`src/rtl/scan_pkg.sv`:
```
// Shared types and default memory map for the pattern-count sequencer.
package scan_pkg;

    typedef enum logic [2:0] {
        ST_IDLE,
        ST_RD_PAT,
        ST_SCAN,
        ST_DRAIN,
        ST_WRITE,
        ST_DONE
    } scan_state_t;

    localparam int DEF_PAT_ADDR   = 6;
    localparam int DEF_RES_ADDR   = 7;
    localparam int DEF_START_ADDR = 32;
    localparam int DEF_END_ADDR   = 95;

endpackage

```
`src/rtl/nibble_match.sv`:
```
// Flags a data word when any PAT_W-wide window (stepping by one bit) equals the pattern.
module nibble_match #(
    parameter int DW    = 8,
    parameter int PAT_W = 4
) (
    input  logic [DW-1:0]    data_byte,
    input  logic [PAT_W-1:0] pattern,
    output logic             hit
);

    localparam int NWIN = DW - PAT_W + 1;

    logic [NWIN-1:0] win_hit;

    generate
        for (genvar gi = 0; gi < NWIN; gi++) begin : g_win
            assign win_hit[gi] = (data_byte[gi +: PAT_W] == pattern);
        end
    endgenerate

    // Multiple windows hitting in one byte still count as a single match.
    assign hit = |win_hit;

endmodule

```
`src/rtl/pattern_scan_ctrl.sv`:
```
// Alternate data-memory master: reads a pattern, scans an address window,
// counts bytes containing the pattern and writes the count back.
module pattern_scan_ctrl
    import scan_pkg::*;
#(
    parameter int AW         = 8,
    parameter int DW         = 8,
    parameter int PAT_W      = 4,
    parameter int PAT_ADDR   = DEF_PAT_ADDR,
    parameter int RES_ADDR   = DEF_RES_ADDR,
    parameter int START_ADDR = DEF_START_ADDR,
    parameter int END_ADDR   = DEF_END_ADDR,
    parameter int CW         = 16
) (
    input  logic          clk,
    input  logic          rst_n,
    input  logic          init,
    output logic          mem_rd_en,
    output logic          mem_wr_en,
    output logic [AW-1:0] mem_addr,
    output logic [DW-1:0] mem_wr_data,
    input  logic [DW-1:0] mem_rd_data,
    output logic          done,
    output logic [DW-1:0] match_ct,
    output logic [CW-1:0] cycle_ct
);

    localparam logic [AW-1:0] PAT_A   = AW'(PAT_ADDR);
    localparam logic [AW-1:0] RES_A   = AW'(RES_ADDR);
    localparam logic [AW-1:0] START_A = AW'(START_ADDR);
    localparam logic [AW-1:0] END_A   = AW'(END_ADDR);
    localparam logic [DW-1:0] MATCH_MAX = '1;
    localparam logic [CW-1:0] CYC_MAX   = '1;

    scan_state_t      state_q, state_d;
    logic [AW-1:0]    ptr_q, ptr_d;
    logic [PAT_W-1:0] pat_q, pat_d;
    logic             first_q, first_d;
    logic [DW-1:0]    match_q, match_d;
    logic [CW-1:0]    cyc_q, cyc_d;
    logic             rd_en_q, rd_en_d;
    logic             wr_en_q, wr_en_d;
    logic [AW-1:0]    addr_q, addr_d;
    logic [DW-1:0]    wdata_q, wdata_d;

    logic byte_hit;
    logic compare_en;
    logic busy;

    nibble_match #(
        .DW    (DW),
        .PAT_W (PAT_W)
    ) u_match (
        .data_byte (mem_rd_data),
        .pattern   (pat_q),
        .hit       (byte_hit)
    );

    always_comb begin
        state_d    = state_q;
        ptr_d      = ptr_q;
        pat_d      = pat_q;
        first_d    = first_q;
        match_d    = match_q;
        cyc_d      = cyc_q;
        compare_en = 1'b0;
        busy       = 1'b0;

        case (state_q)
            ST_IDLE: begin
                match_d = '0;
                cyc_d   = '0;
                if (!init) begin
                    state_d = ST_RD_PAT;
                end
            end
            ST_RD_PAT: begin
                busy    = 1'b1;
                ptr_d   = START_A;
                first_d = 1'b1;
                state_d = ST_SCAN;
            end
            ST_SCAN: begin
                busy    = 1'b1;
                ptr_d   = ptr_q + AW'(1);
                first_d = 1'b0;
                // The byte arriving in the first scan cycle is the pattern read.
                if (first_q) begin
                    pat_d = mem_rd_data[PAT_W-1:0];
                end else begin
                    compare_en = 1'b1;
                end
                // Terminate on the compare, so END_A at the top of memory still stops.
                if (ptr_q == END_A) begin
                    state_d = ST_DRAIN;
                end
            end
            ST_DRAIN: begin
                busy       = 1'b1;
                compare_en = 1'b1;
                state_d    = ST_WRITE;
            end
            ST_WRITE: begin
                busy    = 1'b1;
                state_d = ST_DONE;
            end
            ST_DONE: begin
                if (init) begin
                    state_d = ST_IDLE;
                end
            end
            default: begin
                state_d = ST_IDLE;
            end
        endcase

        if (busy && init) begin
            state_d = ST_IDLE;
        end

        if (compare_en && byte_hit && (match_q != MATCH_MAX)) begin
            match_d = match_q + DW'(1);
        end

        if (busy && (cyc_q != CYC_MAX)) begin
            cyc_d = cyc_q + CW'(1);
        end
    end

    // Memory-port outputs are registered from the next state so they change cleanly on the edge.
    always_comb begin
        rd_en_d = (state_d == ST_RD_PAT) || (state_d == ST_SCAN);
        wr_en_d = (state_d == ST_WRITE);
        wdata_d = '0;
        case (state_d)
            ST_RD_PAT: addr_d = PAT_A;
            ST_SCAN:   addr_d = ptr_d;
            ST_WRITE:  addr_d = RES_A;
            default:   addr_d = '0;
        endcase
        if (state_d == ST_WRITE) begin
            wdata_d = match_d;
        end
    end

    always_ff @(posedge clk or negedge rst_n) begin
        if (!rst_n) begin
            state_q <= ST_IDLE;
            ptr_q   <= '0;
            pat_q   <= '0;
            first_q <= 1'b0;
            match_q <= '0;
            cyc_q   <= '0;
            rd_en_q <= 1'b0;
            wr_en_q <= 1'b0;
            addr_q  <= '0;
            wdata_q <= '0;
        end else begin
            state_q <= state_d;
            ptr_q   <= ptr_d;
            pat_q   <= pat_d;
            first_q <= first_d;
            match_q <= match_d;
            cyc_q   <= cyc_d;
            rd_en_q <= rd_en_d;
            wr_en_q <= wr_en_d;
            addr_q  <= addr_d;
            wdata_q <= wdata_d;
        end
    end

    assign mem_rd_en   = rd_en_q;
    assign mem_wr_en   = wr_en_q;
    assign mem_addr    = addr_q;
    assign mem_wr_data = wdata_q;
    assign done        = (state_q == ST_DONE);
    assign match_ct    = match_q;
    assign cycle_ct    = cyc_q;

endmodule

```
`config.mk`:
```
export PLATFORM = sky130hd
export DESIGN_NAME = pattern_scan_ctrl
export DESIGN_NICKNAME = d
export VERILOG_FILES = /design/src/rtl/scan_pkg.sv /design/src/rtl/nibble_match.sv /design/src/rtl/pattern_scan_ctrl.sv
export SDC_FILE = /design/constraint.sdc
export NUM_CORES = 1
export LEC_CHECK = 0
export CORE_AREA = 10 10 90 92
export DETAILED_ROUTE_END_ITERATION = 6
export DIE_AREA = 0 0 100 102
export PLACE_DENSITY = 0.78
export SLEW_MARGIN = 15
export SYNTH_ARGS = -nofsm -noshare
export SYNTH_HDL_FRONTEND = slang
export SYNTH_HIERARCHICAL = 1
export SYNTH_SLANG_ARGS = --single-unit
```
`constraint.sdc`:
```
create_clock -name clk -period 2.2 [get_ports clk]
set_input_delay 0.55 -clock clk [delete_from_list [all_inputs] [get_ports clk]]
set_output_delay 0.55 -clock clk [all_outputs]
set_load 0.02 [all_outputs]
```
==> results.sh, run 1 <==
export IMPL_ys_ff_latch=58
export IMPL_fp_dieW_um=100
export IMPL_synth_net_count=305
export IMPL_initial_core_util_pct=46.6
export IMPL_reg2reg_depth=9
export IMPL_synth_top_family_by_area="simple AND/OR/NAND/NOR gates"
export IMPL_final_cells=452
export IMPL_grt_pass1_wl_um=11700
export IMPL_final_cell_mix="dfrtp_1 (58), clkdlybuf4s50_1 (44), nand2_1 (27), buf_4 (26), nor2_1 (20)"
export IMPL_crit_chain="clkdlybuf4s50_1 -> xnor2_1 -> nand4_1 -> nand4_1 -> nand3b_1 -> or3b_4 -> or4b_4 -> o21ai_2 -> nor2_1"
export IMPL_synth_edf_count=0
export IMPL_synth_xor_area_share_pct=8.09
export IMPL_cts_reportedPaths_clkPinSlew_ns=0.06
export IMPL_yosys_area_share_simple_pct=20.8
export IMPL_cp_slowest_cell="or4b_4"
export IMPL_htree_num_levels=3
export IMPL_port_buffers=53
export IMPL_drtIter0Drc=124
export IMPL_yosysSeqAreaShare_pct=49.7
export IMPL_ys_flop_type="dfrtp_1"
export IMPL_antenna_found_initial=0
export IMPL_area_delta_synth_final_pct=33.6
export IMPL_gr_usage_all_layers_pct=14.1
export IMPL_min_period_ns=2.31
export IMPL_dpl_cell_area_sq_um=3650
export IMPL_via_count=2484
export IMPL_hpwl_um=5060
export IMPL_cp_num_buf_inv=1
export IMPL_grt_remaining_overflow=0
export IMPL_cts_sinks=58
export IMPL_wire_per_inst_um=16.2
export IMPL_syn_cell_area_sq_um=2920
export IMPL_hold_path_class="in2async"
export IMPL_ctsHoldBuffers=0
export IMPL_cp_arrival_ns=2.53
export IMPL_synthMuxAreaShare_pct=2.91
export IMPL_p_leak_nw=1.66
export IMPL_synth_distinct_cells=48
export IMPL_clock_skew_ns=0.00486
export IMPL_antennaDiodeCount=0
export IMPL_crit_family="simple AND/OR/NAND/NOR gates"
export IMPL_rsz0062_at_grt="true"
export IMPL_violations="negative setup slack"
export IMPL_fmaxAchievable_mhz=433
export IMPL_required_ns=2.42
export IMPL_io_pins=54
export IMPL_max_stage_delay_ns=0.49
export IMPL_grt_max_degree=23
export IMPL_finalSetupViolCount=2
export IMPL_dieArea_sq_um=10200
export IMPL_netlist_instances=291
export IMPL_setup_ws_ns=-0.110
export IMPL_cts_tree="done"
export IMPL_cp_max_fo=2
export IMPL_layout_drive_gt1_share_pct=16.8
export IMPL_power_density_nw_per_um2=917
export IMPL_regToRegEndpoint="mem_wr_data[6]$_DFF_PN0_"
export IMPL_final_common_cell="dfrtp_1"
export IMPL_cts_path_max_buffers=2
export IMPL_irDropWorstVdd_v=0.000599
export IMPL_cap_violations=0
export IMPL_crit_type="in2reg"
export IMPL_coreArea_sq_um=6280
export IMPL_period_share_pct=105
export IMPL_nFillCells=501
export IMPL_reg2reg_from="pat_q[0]$_DFFE_PN0P_"
export IMPL_syn_area_per_cell_sq_um=10.0
export IMPL_route_detailed_drc=0
export IMPL_grt_pass1_vias=2429
export IMPL_yosysWarnings=6
export IMPL_tns_ns=-0.219
export IMPL_rows=29
export IMPL_fin_nets=384
export IMPL_status="finished, violations left"
export IMPL_pre_cts_slack_ns=-0.767
export IMPL_r2r_slack_ns=-0.08
export IMPL_total_power_mw=3.58
export IMPL_cts_buffers=9
export IMPL_gp_congestion=0.866
export IMPL_drt_pass1_iter_count=4
export IMPL_clockRootBuffer="clkbuf_8"
export IMPL_viasPerCell=5.50
export IMPL_clock_latency_ns=0.33
export IMPL_synth_compound_area_share_pct=13.5
export IMPL_synth_fa_ha_area_share_pct=1.28
export IMPL_critPathLaunchType="input pin"
export IMPL_slew_headroom_pct=59.8
export IMPL_tightest_slew_ns=0.600
export IMPL_die_y_um=102
export IMPL_postSynth_asyncResetShare_pct=100
export IMPL_wirelength_um=7320
export IMPL_finalHoldViolCount=0
export IMPL_cp_common_cell="nand4_1"
export IMPL_final_antenna_net_count=0
export IMPL_crit_path_end_kind="flip-flop"
export IMPL_design_area_sq_um=3900
export IMPL_final_max_slew_viol_count=0
export IMPL_placed_cells=432
registers in the layout, summed over array words and instances (netlist names):
name	count
match_ct	8
cycle_ct	16
first_q	1
mem_wr_data	8
pat_q	4
mem_rd_en	1
mem_wr_en	1
mem_addr	8
state_q	3
ptr_q	8
power breakdown:
part | total (mW) | internal [mW] | switching, mW | leakage [nW]
logic | 1.27 | 0.581 | 0.694 | 0.775
registers | 1.32 | 1.20 | 0.116 | 0.782
clock network | 0.989 | 0.585 | 0.405 | 0.101
how the worst max path moves through the flow:
stage / start / to / cells after the start
2_1_floorplan: mem_rd_data[2] / mem_wr_data[6]$_DFF_PN0_ / 9
3_3_place_gp: mem_rd_data[2] / mem_wr_data[6]$_DFF_PN0_ / 10
3_5_place_dp: mem_rd_data[2] / mem_wr_data[6]$_DFF_PN0_ / 10
4_1_cts: pat_q[3]$_DFFE_PN0P_ / mem_wr_data[6]$_DFF_PN0_ / 9
5_1_grt: pat_q[0]$_DFFE_PN0P_ / match_ct[6]$_DFF_PN0_ / 9
6_report: mem_rd_data[7] / mem_wr_data[6]$_DFF_PN0_ / 9
synthesized netlist by cell type (4+ instances only):
library cell / instances / area, sq um
dfrtp_1: 58 / 1450
nand2_1: 27 / 101
nor2_1: 21 / 78.8
xnor2_1: 18 / 158
o21ai_0: 17 / 85.1
nand3_1: 14 / 70.1
nand4_1: 12 / 75.1
inv_1: 10 / 37.5
xor2_1: 9 / 78.8
o311ai_0: 8 / 70.1
o31ai_1: 8 / 60.1
a21oi_1: 7 / 35.0
buf_2: 7 / 35.0
nor2b_1: 5 / 31.3
nor3_1: 5 / 25.0
and2_1: 4 / 25.0
mux2_2: 4 / 45.0
mux2i_1: 4 / 40.0
layer usage:
layer  routed length, um  share of wire (%)  GRT usage (%)
met2                3410                 47           21.4
met4                 142                1.9           6.74
met1                3250                 44           17.1
met3                 518                7.1           5.74
met5                   0                  0              0
layout make-up:
type	instances	area [sq um]	area share, %
Multi-Input combinational cell	211	1400	35.9
Clock buffer	14	163	4.17
Timing Repair Buffer	80	721	18.5
Sequential cell	58	1450	37.2
Clock inverter	2	35.0	0.897
Inverter	10	37.5	0.962
Tap cell	77	96.3	2.47
per-stage QoR:
stage	util, %	hold slack, ns
5_1_grt	62.2	0.199
3_3_place_gp	58.1	0.493
3_5_place_dp	58.1	0.497
4_1_cts	61.4	0.161
2_1_floorplan	-	0.254
6_report	62.2	0.167
cell families after synthesis:
family / after synthesis
buffers and inverters: 22
AO/OA/AOI/OAI: 58
multiplexers: 8
XOR/XNOR: 27
adder cells (fa/ha/maj): 3
AND/OR/NAND/NOR: 115
flip-flops: 58
what timing repair did:
action	4_1_cts	5_1_grt
pin swaps	4	10
resized for setup	15	6
setup endpoints to repair	17	21
buffers inserted	0	4
No activity file was read; power rests on OpenSTA's default activity.
==> run 2, diff against run 1 <==
- ABC_CLOCK_PERIOD_IN_PS: default -> 2200
==> results of run 2 <==
No change in the layout: final DEF, timing and power equal those of run 1.
==> run 3, diff against run 2 <==
- TNS_END_PERCENT: default -> 30
==> results.sh, run 3 (synthesis gave the netlist of run 1 again) <==
export IMPL_antennaDiodeCount=0
export IMPL_design_area_sq_um=3880
export IMPL_die_y_um=102
export IMPL_cap_violations=0
export IMPL_htree_num_levels=3
export IMPL_regToRegEndpoint="mem_wr_data[6]$_DFF_PN0_"
export IMPL_layout_drive_gt1_share_pct=17.0
export IMPL_final_max_slew_viol_count=0
export IMPL_cp_max_fo=2
export IMPL_dieArea_sq_um=10200
export IMPL_hpwl_um=5150
export IMPL_cp_arrival_ns=2.47
export IMPL_power_density_nw_per_um2=897
export IMPL_tns_ns=-0.102
export IMPL_area_delta_synth_final_pct=32.7
export IMPL_cts_buffers=9
export IMPL_crit_path_end_kind="flip-flop"
export IMPL_clock_latency_ns=0.33
export IMPL_final_antenna_net_count=0
export IMPL_gr_usage_all_layers_pct=14.3
export IMPL_finalSetupViolCount=2
export IMPL_viasPerCell=5.53
export IMPL_fp_dieW_um=100
export IMPL_cts_tree="done"
export IMPL_coreArea_sq_um=6280
export IMPL_period_share_pct=102
export IMPL_pre_cts_slack_ns=-0.715
export IMPL_port_buffers=53
export IMPL_reg2reg_depth=9
export IMPL_cts_reportedPaths_clkPinSlew_ns=0.06
export IMPL_r2r_slack_ns=-0.05
export IMPL_fmaxAchievable_mhz=444
export IMPL_drt_pass1_iter_count=4
export IMPL_p_leak_nw=1.66
export IMPL_status="finished, violations left"
export IMPL_final_common_cell="dfrtp_1"
export IMPL_io_pins=54
export IMPL_wire_per_inst_um=15.9
export IMPL_grt_remaining_overflow=0
export IMPL_fin_nets=380
export IMPL_largest_reg_flops=16
export IMPL_required_ns=2.42
export IMPL_drtIter0Drc=137
export IMPL_gp_congestion=0.904
export IMPL_wirelength_um=7100
export IMPL_antenna_found_initial=0
export IMPL_clock_skew_ns=0.00726
export IMPL_critPathLaunchType="flip-flop"
export IMPL_via_count=2474
export IMPL_clockRootBuffer="clkbuf_8"
export IMPL_initial_core_util_pct=46.6
export IMPL_worst_hold_slack_ns=0.215
export IMPL_grt_max_degree=59
export IMPL_grt_pass1_wl_um=11800
export IMPL_rows=29
export IMPL_tightest_slew_ns=0.661
export IMPL_final_cell_mix="dfrtp_1 (58), clkdlybuf4s50_1 (43), nand2_1 (27), buf_4 (22), nor2_1 (20)"
export IMPL_setup_ws_ns=-0.0541
export IMPL_route_detailed_drc=0
export IMPL_slew_headroom_pct=55.6
export IMPL_dpl_cell_area_sq_um=3660
export IMPL_cts_sinks=58
export IMPL_crit_type="reg2reg"
export IMPL_finalHoldViolCount=0
export IMPL_irDropWorstVdd_v=0.000568
export IMPL_violations="negative setup slack"
export IMPL_ctsHoldBuffers=0
export IMPL_cts_path_max_buffers=2
export IMPL_min_period_ns=2.25
export IMPL_rsz0062_at_grt="true"
export IMPL_reg2reg_from="pat_q[1]$_DFFE_PN0P_"
export IMPL_grt_pass1_vias=2505
export IMPL_hold_path_class="in2async"
## run 3: cell count changes in the layout (fill, tap and decap cells not counted), moves of 2 or more
cell,delta
buf_4,-4
clkbuf_1,-3
clkbuf_2,+2
clkbuf_8,+2
## run 3: per-layer routing
| layer | GRT usage, % | up-vias | wire, um |
|---|---|---|---|
| li1 | - | 1201 | - |
| met2 | 23.6 | 56 | 3500 |
| met5 | 0 | - | 0 |
| met1 | 16.2 | 1207 | 2960 |
| met4 | 7.17 | 0 | 143 |
| met3 | 4.79 | 10 | 501 |
## run 3: per-stage QoR
step	power, mW	util [%]	std cells
2_1_floorplan	2.12	-	291
3_3_place_gp	2.51	58.3	432
3_5_place_dp	2.55	58.3	432
4_1_cts	3.49	61.6	447
5_1_grt	3.67	61.8	447
6_report	3.48	61.8	447
## run 3: where the power goes
group          switching (mW)  internal (mW)  leakage [nW]
Combinational           0.675          0.559         0.773
Sequential              0.127           1.20         0.782
Clock                   0.397          0.522         0.101
Total                    1.20           2.28          1.66
## run 3: area by class of cell
class	instances	area (sq um)
fill	522	2400
inverter	10	37.5
clock buffer	13	179
multi-input combinational	211	1410
clock inverter	2	10.0
timing repair buffer	76	698
sequential	58	1450
tap	77	96.3
## run 3: timing repair
item,4_1_cts,5_1_grt
setup endpoints to repair,17,11
pin swaps,7,8
buffers inserted,0,0
gates resized for setup,15,9
hold endpoints to repair,0,0
## run 3: how the worst max path moves through the flow
stage	from	to	slack (ns)	cells past startpoint
6_report	pat_q[1]$_DFFE_PN0P_	mem_wr_data[6]$_DFF_PN0_	-0.05	9
5_1_grt	pat_q[1]$_DFFE_PN0P_	mem_wr_data[6]$_DFF_PN0_	-0.12	9
4_1_cts	pat_q[3]$_DFFE_PN0P_	match_ct[6]$_DFF_PN0_	-0.15	9
3_5_place_dp	mem_rd_data[2]	mem_wr_data[6]$_DFF_PN0_	-0.71	10
3_3_place_gp	mem_rd_data[2]	mem_wr_data[6]$_DFF_PN0_	-0.65	10
2_1_floorplan	mem_rd_data[4]	match_ct[6]$_DFF_PN0_	-0.17	10
## run 3: critical path, stage by stage, from the launching register on
cell	delay (ns)
dfrtp_1	0.39
xor2_1	0.14
nor4_1	0.29
a41oi_1	0.08
nand4_1	0.12
nand3b_1	0.11
or3b_4	0.39
or4b_4	0.49
o21ai_2	0.08
nor2_1	0.05
